File: src/rtl/k12a_sram_ctrl_pkg.sv
// Shared K12A definitions: CPU sequencer states and SRAM responder states and constants.
package k12a_sram_ctrl_pkg;

  typedef enum logic [1:0] {
    CPU_FETCH,
    CPU_EXECUTE,
    CPU_LOAD,
    CPU_STORE
  } state_t;

  typedef enum logic [2:0] {
    IDLE,
    SETUP,
    STROBE,
    HOLD,
    ACK
  } sram_state_t;

  localparam int SRAM_WAIT_CYCLES_DEFAULT = 2;
  localparam int SRAM_CNT_WIDTH           = 4;

endpackage

File: src/rtl/k12a_sram_wait_counter.sv
// Strobe-length down-counter: loads, then decrements only while nonzero; zero flag is combinational.
// Latency: load/decrement take effect at the next edge; no backpressure.
module k12a_sram_wait_counter
  import k12a_sram_ctrl_pkg::*;
(
  input  logic                      cpu_clock,
  input  logic                      reset,
  input  logic                      i_load,
  input  logic [SRAM_CNT_WIDTH-1:0] i_load_val,
  input  logic                      i_dec,
  output logic                      o_zero
);

  logic [SRAM_CNT_WIDTH-1:0] r_count;

  always_ff @(posedge cpu_clock) begin
    if (reset) begin
      r_count <= '0;
    end else if (i_load) begin
      r_count <= i_load_val;
    end else if (i_dec && (r_count != '0)) begin
      r_count <= r_count - 1'b1;
    end
  end

  assign o_zero = (r_count == '0);

endmodule

File: src/rtl/k12a_sram_ctrl.sv
// K12A memory-bus responder driving an async SRAM through SETUP/STROBE/HOLD; ack WAIT_CYCLES+3 after accept,
// requester holds mem_req until ack. Optional write protection above WP_BASE via K12A_SRAM_WRITE_PROTECT_EN.
module k12a_sram_ctrl
  import k12a_sram_ctrl_pkg::*;
#(
  parameter int                    WAIT_CYCLES = SRAM_WAIT_CYCLES_DEFAULT,
  parameter int                    ADDR_WIDTH  = 16,
  parameter logic [ADDR_WIDTH-1:0] WP_BASE     = 'hF000
) (
  input  logic                  cpu_clock,
  input  logic                  reset,
  input  logic                  mem_req,
  input  logic                  mem_we,
  input  logic [ADDR_WIDTH-1:0] mem_addr,
  input  logic [7:0]            mem_wdata,
  output logic                  mem_ack,
  output logic [7:0]            mem_rdata,
  output logic [ADDR_WIDTH-1:0] sram_addr,
  output logic [7:0]            sram_dout,
  output logic                  sram_dout_oe,
  input  logic [7:0]            sram_din,
  output logic                  sram_ce_n,
  output logic                  sram_oe_n,
  output logic                  sram_we_n,
  output logic                  wp_violation
);

`ifdef K12A_SRAM_WRITE_PROTECT_EN
  localparam bit WP_EN = 1'b1;
`else
  localparam bit WP_EN = 1'b0;
`endif

  localparam logic [SRAM_CNT_WIDTH-1:0] LOAD_VAL = SRAM_CNT_WIDTH'(WAIT_CYCLES - 1);

  sram_state_t r_state;
  logic        r_read;
  logic        r_write;
  logic        r_wp_hit;
  logic        r_wp_violation;
  logic        w_zero;
  logic        w_wp_hit;

  // Decided at acceptance so the SETUP-cycle output enable is already correct.
  assign w_wp_hit     = WP_EN && mem_we && (mem_addr >= WP_BASE);
  assign wp_violation = r_wp_violation;

  k12a_sram_wait_counter u_wait (
    .cpu_clock  (cpu_clock),
    .reset      (reset),
    .i_load     (r_state == SETUP),
    .i_load_val (LOAD_VAL),
    .i_dec      (r_state == STROBE),
    .o_zero     (w_zero)
  );

  always_ff @(posedge cpu_clock) begin
    if (reset) begin
      r_state        <= IDLE;
      r_read         <= 1'b0;
      r_write        <= 1'b0;
      r_wp_hit       <= 1'b0;
      r_wp_violation <= 1'b0;
      mem_ack        <= 1'b0;
      mem_rdata      <= '0;
      sram_addr      <= '0;
      sram_dout      <= '0;
      sram_dout_oe   <= 1'b0;
      sram_ce_n      <= 1'b1;
      sram_oe_n      <= 1'b1;
      sram_we_n      <= 1'b1;
    end else begin
      case (r_state)
        IDLE: begin
          if (mem_req) begin
            r_state      <= SETUP;
            sram_addr    <= mem_addr;
            sram_dout    <= mem_wdata;
            r_read       <= !mem_we;
            r_write      <= mem_we && !w_wp_hit;
            r_wp_hit     <= w_wp_hit;
            sram_ce_n    <= 1'b0;
            sram_dout_oe <= mem_we && !w_wp_hit;
          end
        end
        SETUP: begin
          r_state   <= STROBE;
          sram_oe_n <= !r_read;
          sram_we_n <= !r_write;
          if (r_wp_hit) begin
            r_wp_violation <= 1'b1;
          end
        end
        STROBE: begin
          if (w_zero) begin
            r_state   <= HOLD;
            sram_oe_n <= 1'b1;
            sram_we_n <= 1'b1;
            if (r_read) begin
              mem_rdata <= sram_din;
            end
          end
        end
        HOLD: begin
          r_state      <= ACK;
          mem_ack      <= 1'b1;
          sram_ce_n    <= 1'b1;
          sram_dout_oe <= 1'b0;
        end
        ACK: begin
          r_state <= IDLE;
          mem_ack <= 1'b0;
        end
        default: r_state <= IDLE;
      endcase
    end
  end

endmodule

File: config.mk
export PLATFORM = sky130hd
export DESIGN_NAME = k12a_sram_ctrl
export DESIGN_NICKNAME = d
export VERILOG_FILES = /design/src/rtl/k12a_sram_ctrl_pkg.sv /design/src/rtl/k12a_sram_wait_counter.sv /design/src/rtl/k12a_sram_ctrl.sv
export SDC_FILE = /design/constraint.sdc
export NUM_CORES = 1
export LEC_CHECK = 0
export CAP_MARGIN = 20
export CORE_ASPECT_RATIO = 0.75
export CORE_UTILIZATION = 43
export CTS_CLUSTER_SIZE = 40
export DETAILED_ROUTE_END_ITERATION = 10
export PLACE_DENSITY_LB_ADDON = 0.1
export SYNTH_ARGS = -nofsm -noshare
export SYNTH_HDL_FRONTEND = slang
export SYNTH_SLANG_ARGS = --single-unit
export TNS_END_PERCENT = 30
File: constraint.sdc
create_clock -name cpu_clock -period 2.1 [get_ports cpu_clock]
set_input_delay 0.42 -clock cpu_clock [delete_from_list [all_inputs] [get_ports cpu_clock]]
set_output_delay 0.42 -clock cpu_clock [all_outputs]
set_load 0.01 [all_outputs]
Word level (Yosys, flattened, before mapping)
Cells that the tools add are included.
{ "word_totals": {"register_bits": 46, "in_bits": 36, "out_inout_bits": 38, "word_cells": 50} }
{ "classes": {"addsub": 1, "n_eq_ne": 6, "mux": 13, "reduce_logical": 17} }
{ "op_table": {"columns": ["operator", "count"], "rows": [
  ["$pmux 3 s4", 1],
  ["$pmux 1 s2", 5],
  ["$reduce_and 2->1", 4],
  ["$reduce_bool 2->1", 4],
  ["$eq 3x2->1 const B", 2],
  ["$mux 3", 2],
  ["$mux 1", 5],
  ["$logic_not 4->1", 1],
  ["$ne 2x2->1 const B", 2],
  ["$reduce_bool 4->1", 1],
  ["$sub 4x1->4 const B", 1],
  ["$eq 3x1->1 const B", 1],
  ["$eq 3x3->1 const B", 1],
  ["$logic_not 1->1", 3],
  ["$logic_not 3->1", 1],
  ["$reduce_and 3->1", 1],
  ["$reduce_or 2->1", 1],
  ["$logic_and 1x1->1", 1]
]} }

Depth between registers and ports, before layout
Gate-level depths: netlist of run 1.
{ "depth": {"word_depth": 4, "mapped_depth": 6, "mapped_depth_nobuf": 5} }

Cells and area by module
From an unflattened synthesis of run 1, not the netlist that was laid out.
{ "unflattened": {"cells_unflattened": 213, "hier_area_um2": 1824.2} }
{ "by_module_without_submodules": {"columns": ["module", "n_inst", "cells_per_inst", "area_per_inst_um2", "seq_area_each_um2"], "rows": [
  ["k12a_sram_ctrl", 1, 184, 1561.5, 840.8],
  ["k12a_sram_wait_counter", 1, 29, 262.8, 80.1]
]} }

Worst setup path after synthesis of run 1
Ideal clock, no wire load.
{ "synth_timing": {"kind": "flip-flop to flip-flop", "startpoint": "register u_wait.r_count[0]", "endpoint": "register mem_rdata[4]", "setup_ns": 0.132, "arrival_time_ns": 1.545, "t_required_ns": 1.968, "path_slack_ns": 0.423, "stages_incl_launch_ff": 7, "path_buffers": 1, "period_less_slack_ns": 1.677, "path_cell_list": "dfxtp_1 -> inv_1 -> ha_1 -> or3b_2 -> clkbuf_1 -> o31ai_1 -> a21oi_1"} }
{ "synth_via": {"elab_chain_len": 2} }
{ "synth_rtl": {"columns": ["element", "line", "text"], "rows": [
  ["from (decl)", "k12a_sram_wait_counter.sv:14", "logic [SRAM_CNT_WIDTH-1:0] r_count;"],
  ["from (signal assigned)", "k12a_sram_wait_counter.sv:20", "r_count <= i_load_val;"],
  ["from (signal assigned)", "k12a_sram_wait_counter.sv:22", "r_count <= r_count - 1'b1;"],
  ["$logic_not 4->1", "k12a_sram_wait_counter.sv:26", "assign o_zero = (r_count == '0);"],
  ["$reduce_and 3->1 (no line)", null, null],
  ["to (signal assigned)", "k12a_sram_ctrl.sv:100", "mem_rdata <= sram_din;"],
  ["to (decl)", "k12a_sram_ctrl.sv:17", "output logic [7:0] mem_rdata,"]
]} }
No other way between the ends.
A chain may end at the register's enable or synchronous reset.

Worst setup path in the final report of run 1
{ "layout_timing": {"startpoint": "register u_wait.r_count[0]", "endpoint": "register mem_rdata[6]"} }
The elaborated chain is that of the path after synthesis.

==> results of run 1 <==
## per-layer routing
layer  vias to the layer above  global-route usage (%)
li1                        905                       -
met1                       796                    26.4
met2                        48                    33.0
met3                         5                    5.74
met4                         0                    7.28
met5                         -                       0
## per-stage QoR
step           hold WS [ns]  util, %  worst slack [ns]
2_1_floorplan         0.436        -             0.423
3_3_place_gp          0.440     64.9             0.222
3_5_place_dp          0.444     64.9             0.221
4_1_cts               0.455     67.2             0.337
5_1_grt               0.466     67.2             0.219
6_report              0.454     67.2             0.343
## state kept, by name (all words and copies together) (netlist names), 3 cells and up
register and count:
r_state 3, sram_addr 16, mem_rdata 8, u_wait.r_count 4
sram_dout 8
## worst max-delay path, stage by stage (launching register included)
cell     delay (ns)
dfxtp_1        0.35
inv_1          0.08
ha_1           0.22
or3b_2         0.60
o31ai_1        0.28
a21oi_1        0.10
## worst paths after layout
| check | start | to | slack, ns | cells past startpoint |
|---|---|---|---|---|
| worst max-delay path | u_wait.r_count[0]$_SDFFE_PP0P_ | mem_rdata[6]$_SDFFE_PP0P_ | 0.34 | 5 |
| worst min register to register | sram_addr[15]$_SDFFE_PP0P_ | sram_addr[15]$_SDFFE_PP0P_ | 0.45 | 2 |
| worst max register to register | u_wait.r_count[0]$_SDFFE_PP0P_ | mem_rdata[6]$_SDFFE_PP0P_ | 0.34 | 5 |
| worst min-delay path | sram_addr[15]$_SDFFE_PP0P_ | sram_addr[15]$_SDFFE_PP0P_ | 0.45 | 2 |
## cell usage after synthesis, drive strengths merged (2+ instances only)
master    n
a21oi    43
a221oi    2
buf      10
clkbuf    9
dfxtp    46
inv       5
nand2    54
nand2b    3
nand4     8
nand4bb   2
nor2      3
nor2b     2
nor3      4
nor3b     2
nor4      2
o21ai     3
o31ai     8
or3b      2
## report_power, final
group          internal [mW]  switching [mW]  total, mW
logic                  0.296           0.298      0.594
registers              0.947          0.0481      0.995
clock network          0.266           0.279      0.545
total                   1.51           0.625       2.13
## logic make-up (layout without fill, tap and decap cells)
family	Yosys count	after routing
buf+inv	24	97
compound gates	60	60
simple gates	88	88
other cells	1	1
fa+ha+maj	1	1
flops	46	46
xor+xnor	1	1
## layout make-up
| class | count | area share, % |
|---|---|---|
| multi-input combinational | 151 | 29.8 |
| clock buffer | 7 | 3.15 |
| tap | 55 | 2.51 |
| timing repair buffer | 84 | 30.0 |
| sequential | 46 | 33.6 |
| inverter | 5 | 0.685 |
| clock inverter | 1 | 0.183 |
==> flow_summary.ini, run 1 <==
[run_status]
outcome = completed

[clock_tree]
cts_tree = yes
cts.sinks = 46
post_cts_buffers = 0
cts_resized = 0
cts_hold_buffers = 0
clock_path_buffers = 2
clk_latency_ns = 0.29
cts-buffers-inserted = 5
htreeDepth = 2
path_clk_slew_ns = 0.08
root_buffer = clkbuf_8

[power]
ir_drop_mv = 0.529
p_leak_nw = 0.982
totalPowerFinal_mw = 2.13
power_density_nw_per_um2 = 779

[floorplan]
fp-row-count = 20
core_area_um2 = 4080
dieWidth_um = 77.6
start_util_pct = 45.2
die_area_um2 = 4550
io_pins = 74
die_h_um = 58.7

[finish]
fillCellCount = 355
fin_area_um2 = 2740
final_cells = 349
layout.cells.most_common = clkdlybuf4s50_1
final_cell_mix = 72 x clkdlybuf4s50_1, 54 x nand2_1, 46 x dfxtp_1, 43 x a21oi_1, 11 x buf_4
multiInputGateArea_um2 = 817
final_net_count = 330
diodes = 0
layout-drive-gt1-share_pct = 7.82
area_growth_syn_to_layout_pct = 48.8
register_area_um2 = 921

[sta]
finClkSkew_ns = 0.00164
max_freq_mhz = 569
fin_crit_sh_pct = 83.7
maxSlewViolCount = 0
hold_viol_final = 0
rsz0062_at_grt = no
finalCriticalPeriod_ns = 1.76
tns_ns = 0
setup_violations = 0

[place]
dp.cells = 341
io_buffers = 72
gp_congestion = 0.740
dp_hpwl_mm = 3.14
dpl_cell_area_um2 = 2650

[detailed_routing]
dr_wl_met2_mm = 1.98
viasPerCell = 5.03
drc_errors = 0
top_layer = met4
avgRoutedWirePerCell_um = 12.6
dr.pass1.iters = 4
antenna_left = 0
vias = 1754
drt_iter0_drc = 67
wl_met3_um = 244
wl_met1_mm = 2.13
drt_wl_total_mm = 4.40

[logic_synthesis]
yosysTopAreaCell = dfxtp_1
ys_ff_latch = 46
synth_cell_type_count = 34
synth_area_um2 = 1840
synth-edff-count = 0
synthTopCellsByArea = dfxtp_1 50%, a21oi_1 12%, nand2_1 11%
ys_async_sr_fraction_pct = 0
synthesis.nets = 258
synth-simple-area-share_pct = 24.4
yosys_warnings = 0
synth_top_family_by_area = simple AND/OR/NAND/NOR gates
yosys.area.top_type_share_pct = 50.0
ys.flop_type = dfxtp_1
yosysSeqAreaShare_pct = 50.0
yosys.area_share.adder_pct = 0.679
syn_inst = 221
synthMuxAreaShare_pct = 0
synth_xor_area_share_pct = 0.476
synth_compound_area_share_pct = 18.6
syn_area_per_cell_um2 = 8.33

[grt]
grt_pass1_wl_mm = 7.22
grt_pass1_vias = 1565
antenna_found_initial = 0
grt-ovfl-total = 0
grt_max_degree = 24
track_usage_pct = 20.4

[critical_path]
end_kind = register
worstPathRequired_ns = 2.28
cp-start-kind = register
crit_type = register to register
crit_path_max_fanout = 11
cp_data_arrival_time_ns = 1.94

[min_path]
hold_class = register to register

[job]
maxCapViolCount = 0
Power figures use the tool's default switching activity.
==> run 2: changes to the inputs <==
- clock period: 2.1 -> 1.72 ns (I/O delays scaled with it)
==> flow_summary.ini, run 2 (synthesis gave the netlist of run 1 again) <==
[finish]
regMostFlops = sram_addr
final_core_util_pct = 68.6
final_cell_mix = 72 x clkdlybuf4s50_1, 54 x nand2_1, 46 x dfxtp_1, 43 x a21oi_1, 15 x buf_4
final_net_count = 334
layout.cells.most_common = clkdlybuf4s50_1
register_area_um2 = 921
largestRegisters = sram_addr (16), mem_rdata (8), sram_dout (8)
multiInputGateArea_um2 = 825
area_growth_syn_to_layout_pct = 52.0
diodes = 0
layout-drive-gt1-share_pct = 9.43
final_cells = 352
fillCellCount = 354
largest_register_ffs = 16

[clock_tree]
post_cts_buffers = 0
path_clk_slew_ns = 0.08
root_buffer = clkbuf_8
clk_latency_ns = 0.29
clock_path_buffers = 2
cts.sinks = 46
cts_tree = yes
htreeDepth = 2
cts-buffers-inserted = 5

[place]
dp_hpwl_mm = 3.15
gp_congestion = 0.746
io_buffers = 72
dp.cells = 345

[detailed_routing]
drt_wl_total_mm = 4.58
antenna_left = 0
drt_iter0_drc = 109
dr.pass1.iters = 4
vias = 1787
drc_errors = 0
viasPerCell = 5.08
avgRoutedWirePerCell_um = 13.0

[floorplan]
fp-row-count = 20
io_pins = 74
start_util_pct = 45.2
dieWidth_um = 77.6
die_h_um = 58.7
die_area_um2 = 4550
core_area_um2 = 4080

[critical_path]
reg2regPathDepth = 5
crit_cells = 1
cp_data_arrival_time_ns = 1.21
crit_buf_inv = 1
crit_end = mem_rdata[5]
crit_type = register to primary output
cp_cell_sequence = clkdlybuf4s50_1
crit_path_max_fanout = 2
r2r_slack_ns = 0.20
timing.rr.start = u_wait.r_count[1]$_SDFFE_PP0P_
crit_start = mem_rdata[5]$_SDFFE_PP0P_
cp_top_family = buffers and inverters
crit_slowest_cell = clkdlybuf4s50_1
critPathMaxStageDelay_ns = 0.56
cp-start-kind = register
end_kind = primary output
worstPathRequired_ns = 1.38
r2r_end = mem_rdata[5]$_SDFFE_PP0P_

[grt]
track_usage_pct = 21.2
grt_max_degree = 39
grt_pass1_vias = 1607
antenna_found_initial = 0
grt_pass1_wl_mm = 7.57
grt-ovfl-total = 0

[power]
p_leak_nw = 1.02
ir_drop_mv = 0.714
clkPwrFrac_pct = 29.4
power.share.sequential_pct = 43.3
combPwrFrac_pct = 27.3
intPower_mw = 2.01
power_density_nw_per_um2 = 997
p_sw_uw = 785
sw_frac_of_total_pct = 28.1

[sta]
tns_ns = 0
hold_viol_final = 0
setup_violations = 0
rsz0062_at_grt = no
maxSlewViolCount = 0
max_freq_mhz = 644
finClkSkew_ns = 0.00701
finalCriticalPeriod_ns = 1.55
fin_crit_sh_pct = 90.2

[run_status]
outcome = completed

[min_path]
min-delay-start = sram_dout[5]$_SDFFE_PP0P_
hold_class = register to register

[job]
maxCapViolCount = 0
## run 2: cell count changes in the layout (fill, tap and decap cells not counted), sizes merged
cell / before / now
clkbuf: 7 / 6
bufinv: 0 / 1
clkinv: 1 / 0
buf: 12 / 16
## run 2: metal layers
metal | routed length (µm) | global-route usage [%] | up-vias
li1 | - | - | 914
met1 | 2270 | 29.0 | 816
met2 | 2010 | 33.4 | 52
met3 | 253 | 5.74 | 5
met4 | 45 | 5.66 | 0
met5 | 0 | 0 | -
## run 2: worst min-delay path by stage
stage                                end  slack, ns  cells past startpoint
3_3_place_gp   sram_addr[4]$_SDFFE_PP0P_       0.44                      2
3_5_place_dp   sram_dout[0]$_SDFFE_PP0P_       0.45                      2
6_report       sram_dout[5]$_SDFFE_PP0P_       0.45                      2
5_1_grt        sram_dout[2]$_SDFFE_PP0P_       0.47                      2
2_1_floorplan       r_write$_SDFFE_PP0P_       0.44                      2
4_1_cts        sram_dout[0]$_SDFFE_PP0P_       0.46                      2
## run 2: power by group through the flow
stage	clock network (mW)	registers (mW)	logic (mW)
CTS	0.842	1.21	0.761
detailed placement	0	1.23	0.755
floorplan	0	1.27	0.353
global placement	0	1.23	0.752
finish	0.822	1.21	0.763
global route	0.874	1.22	0.838
## run 2: through the flow
| stage | hold slack (ns) | power [mW] | cell area (µm²) | worst slack, ns |
|---|---|---|---|---|
| after floorplan | 0.436 | 1.62 | 1840 | 0.0429 |
| after global placement | 0.441 | 1.98 | 2680 | -0.0970 |
| after detailed placement | 0.446 | 1.99 | 2680 | -0.102 |
| after CTS | 0.458 | 2.81 | 2790 | 0.0439 |
| after global routing | 0.474 | 2.93 | 2800 | 0.0628 |
| final | 0.454 | 2.79 | 2800 | 0.168 |
## run 2: layout make-up
| class | instances | area share, % |
|---|---|---|
| Clock inverter | 1 | 1.07 |
| Clock buffer | 6 | 2.95 |
| Sequential cell | 46 | 32.9 |
| Timing Repair Buffer | 88 | 30.5 |
| Inverter | 5 | 0.671 |
| Tap cell | 55 | 2.46 |
| Multi-Input combinational cell | 151 | 29.5 |
## run 2: timing repair
action,4_1_cts,5_1_grt
hold endpoints to repair,0,0
gates resized for setup,0,2
setup endpoints to repair,0,9
hold buffers,0,0
==> run 3: changes to the inputs <==
==> constraint.sdc (replaced) <==
create_clock -name cpu_clock -period 1.72 [get_ports cpu_clock]
set_input_delay 0.258 -clock cpu_clock [delete_from_list [all_inputs] [get_ports cpu_clock]]
set_output_delay 0.258 -clock cpu_clock [all_outputs]
set_load 0.01 [all_outputs]
==> flow_summary.ini, run 3 (synthesis gave the netlist of run 1 again) <==
[run_status]
outcome = completed

[floorplan]
core_area_um2 = 4080
fp-row-count = 20
io_pins = 74
die_h_um = 58.7
start_util_pct = 45.2
die_area_um2 = 4550
dieWidth_um = 77.6

[detailed_routing]
avgRoutedWirePerCell_um = 12.8
viasPerCell = 5.01
drc_errors = 0
antenna_left = 0
vias = 1763
drt_wl_total_mm = 4.52
dr.pass1.iters = 4
drt_iter0_drc = 115

[clock_tree]
path_clk_slew_ns = 0.08
post_cts_buffers = 0
cts_tree = yes
htreeDepth = 2
root_buffer = clkbuf_8
cts_hold_buffers = 0
cts-buffers-inserted = 5
clock_path_buffers = 2
clk_latency_ns = 0.29
cts.sinks = 46

[finish]
final_cell_mix = 72 x clkdlybuf4s50_1, 54 x nand2_1, 46 x dfxtp_1, 43 x a21oi_1, 14 x buf_4
register_area_um2 = 921
layout.cells.most_common = clkdlybuf4s50_1
final_net_count = 333
fillCellCount = 342
largest_register_ffs = 16
largestRegisters = sram_addr (16), mem_rdata (8), sram_dout (8)
final_core_util_pct = 68.0
fin_area_um2 = 2770
regMostFlops = sram_addr
diodes = 0
area_growth_syn_to_layout_pct = 50.6
multiInputGateArea_um2 = 825
layout-drive-gt1-share_pct = 9.43

[sta]
hold_viol_final = 0
fin_crit_sh_pct = 87.8
max_freq_mhz = 663
layout_setup_ws_ns = 0.211
rsz0062_at_grt = no
setup_violations = 0
finalCriticalPeriod_ns = 1.51
finClkSkew_ns = 0.00635
tns_ns = 0
maxSlewViolCount = 0

[critical_path]
reg2regPathDepth = 5
timing.rr.start = u_wait.r_count[1]$_SDFFE_PP0P_
worstPathRequired_ns = 1.89
end_kind = register
crit_cells = 5
cp_top_family = simple AND/OR/NAND/NOR gates
crit_buf_inv = 1
critPathMaxStageDelay_ns = 0.47
cp-start-kind = register
crit_start = u_wait.r_count[1]$_SDFFE_PP0P_
crit_path_max_fanout = 11
crit_slowest_cell = or3b_4
r2r_slack_ns = 0.21
crit_type = register to register
cp_cell_sequence = inv_1 > ha_1 > or3b_4 > a221oi_1 > nor4_1
r2r_end = u_wait.r_count[0]$_SDFFE_PP0P_
cp_data_arrival_time_ns = 1.68

[place]
gp_congestion = 0.760
dpl_cell_area_um2 = 2670
place_ws_ns = -0.0613
io_buffers = 72
dp_hpwl_mm = 3.10

[power]
p_leak_nw = 1.00
totalPowerFinal_mw = 2.65
ir_drop_mv = 0.569
power_density_nw_per_um2 = 955

[min_path]
hold_class = register to register
min_path_cells = 2
holdPathEnd = sram_dout[1]$_SDFFE_PP0P_
min-delay-start = sram_dout[1]$_SDFFE_PP0P_

[grt]
grt_pass1_wl_mm = 7.31
track_usage_pct = 20.4
grt-ovfl-total = 0
grt_max_degree = 47
grt_pass1_vias = 1558
antenna_found_initial = 0

[job]
maxCapViolCount = 0
==> run 3: cell type report <==
class / count / share of cell area [%]
multi-input cells: 151 / 29.7
flip-flops and latches: 46 / 33.2
clock buffers: 6 / 2.98
clock inverters: 2 / 0.451
well taps: 55 / 2.48
repair buffers: 87 / 30.5
inverters: 5 / 0.677
==> run 3: layer usage <==
layer	vias up	share of wire [%]	track usage, %
met5	-	0	0
met4	0	0.40	5.66
met3	2	5.2	4.81
met2	46	44	30.5
met1	805	50	29.4
li1	910	-	-
==> run 3: how the worst max path moves through the flow <==
stage | end | slack (ns)
floorplan | mem_rdata[4]$_SDFFE_PP0P_ | 0.04
global placement | sram_dout_oe$_SDFFE_PP0P_ | -0.03
detailed placement | sram_dout_oe$_SDFFE_PP0P_ | -0.06
CTS | u_wait.r_count[0]$_SDFFE_PP0P_ | 0.06
global route | mem_rdata[1]$_SDFFE_PP0P_ | 0.07
finish | u_wait.r_count[0]$_SDFFE_PP0P_ | 0.21
==> run 3: per-stage QoR <==
stage / std cells / hold slack, ns
2_1_floorplan: 221 / 0.394
3_3_place_gp: 344 / 0.442
3_5_place_dp: 344 / 0.447
4_1_cts: 352 / 0.459
5_1_grt: 352 / 0.474
6_report: 352 / 0.456
==> run 3: repair_timing <==
| item | CTS | global route |
|---|---|---|
| setup endpoints to repair | 0 | 9 |
| resized for setup | 0 | 2 |
| hold endpoints to repair | 0 | 0 |
==> run 3: report_power, final <==
part,leakage [nW],internal (mW),total (mW),switching (mW)
clock,0.0472,0.323,0.678,0.354
sequential,0.376,1.16,1.21,0.0503
combinational,0.578,0.383,0.765,0.382
total,1.00,1.86,2.65,0.787
==> run 3: tightest hold or removal path: stages (launching register included) <==
cell,delay [ns]
dfxtp_1,0.32
nand2_1,0.05
a21oi_1,0.05
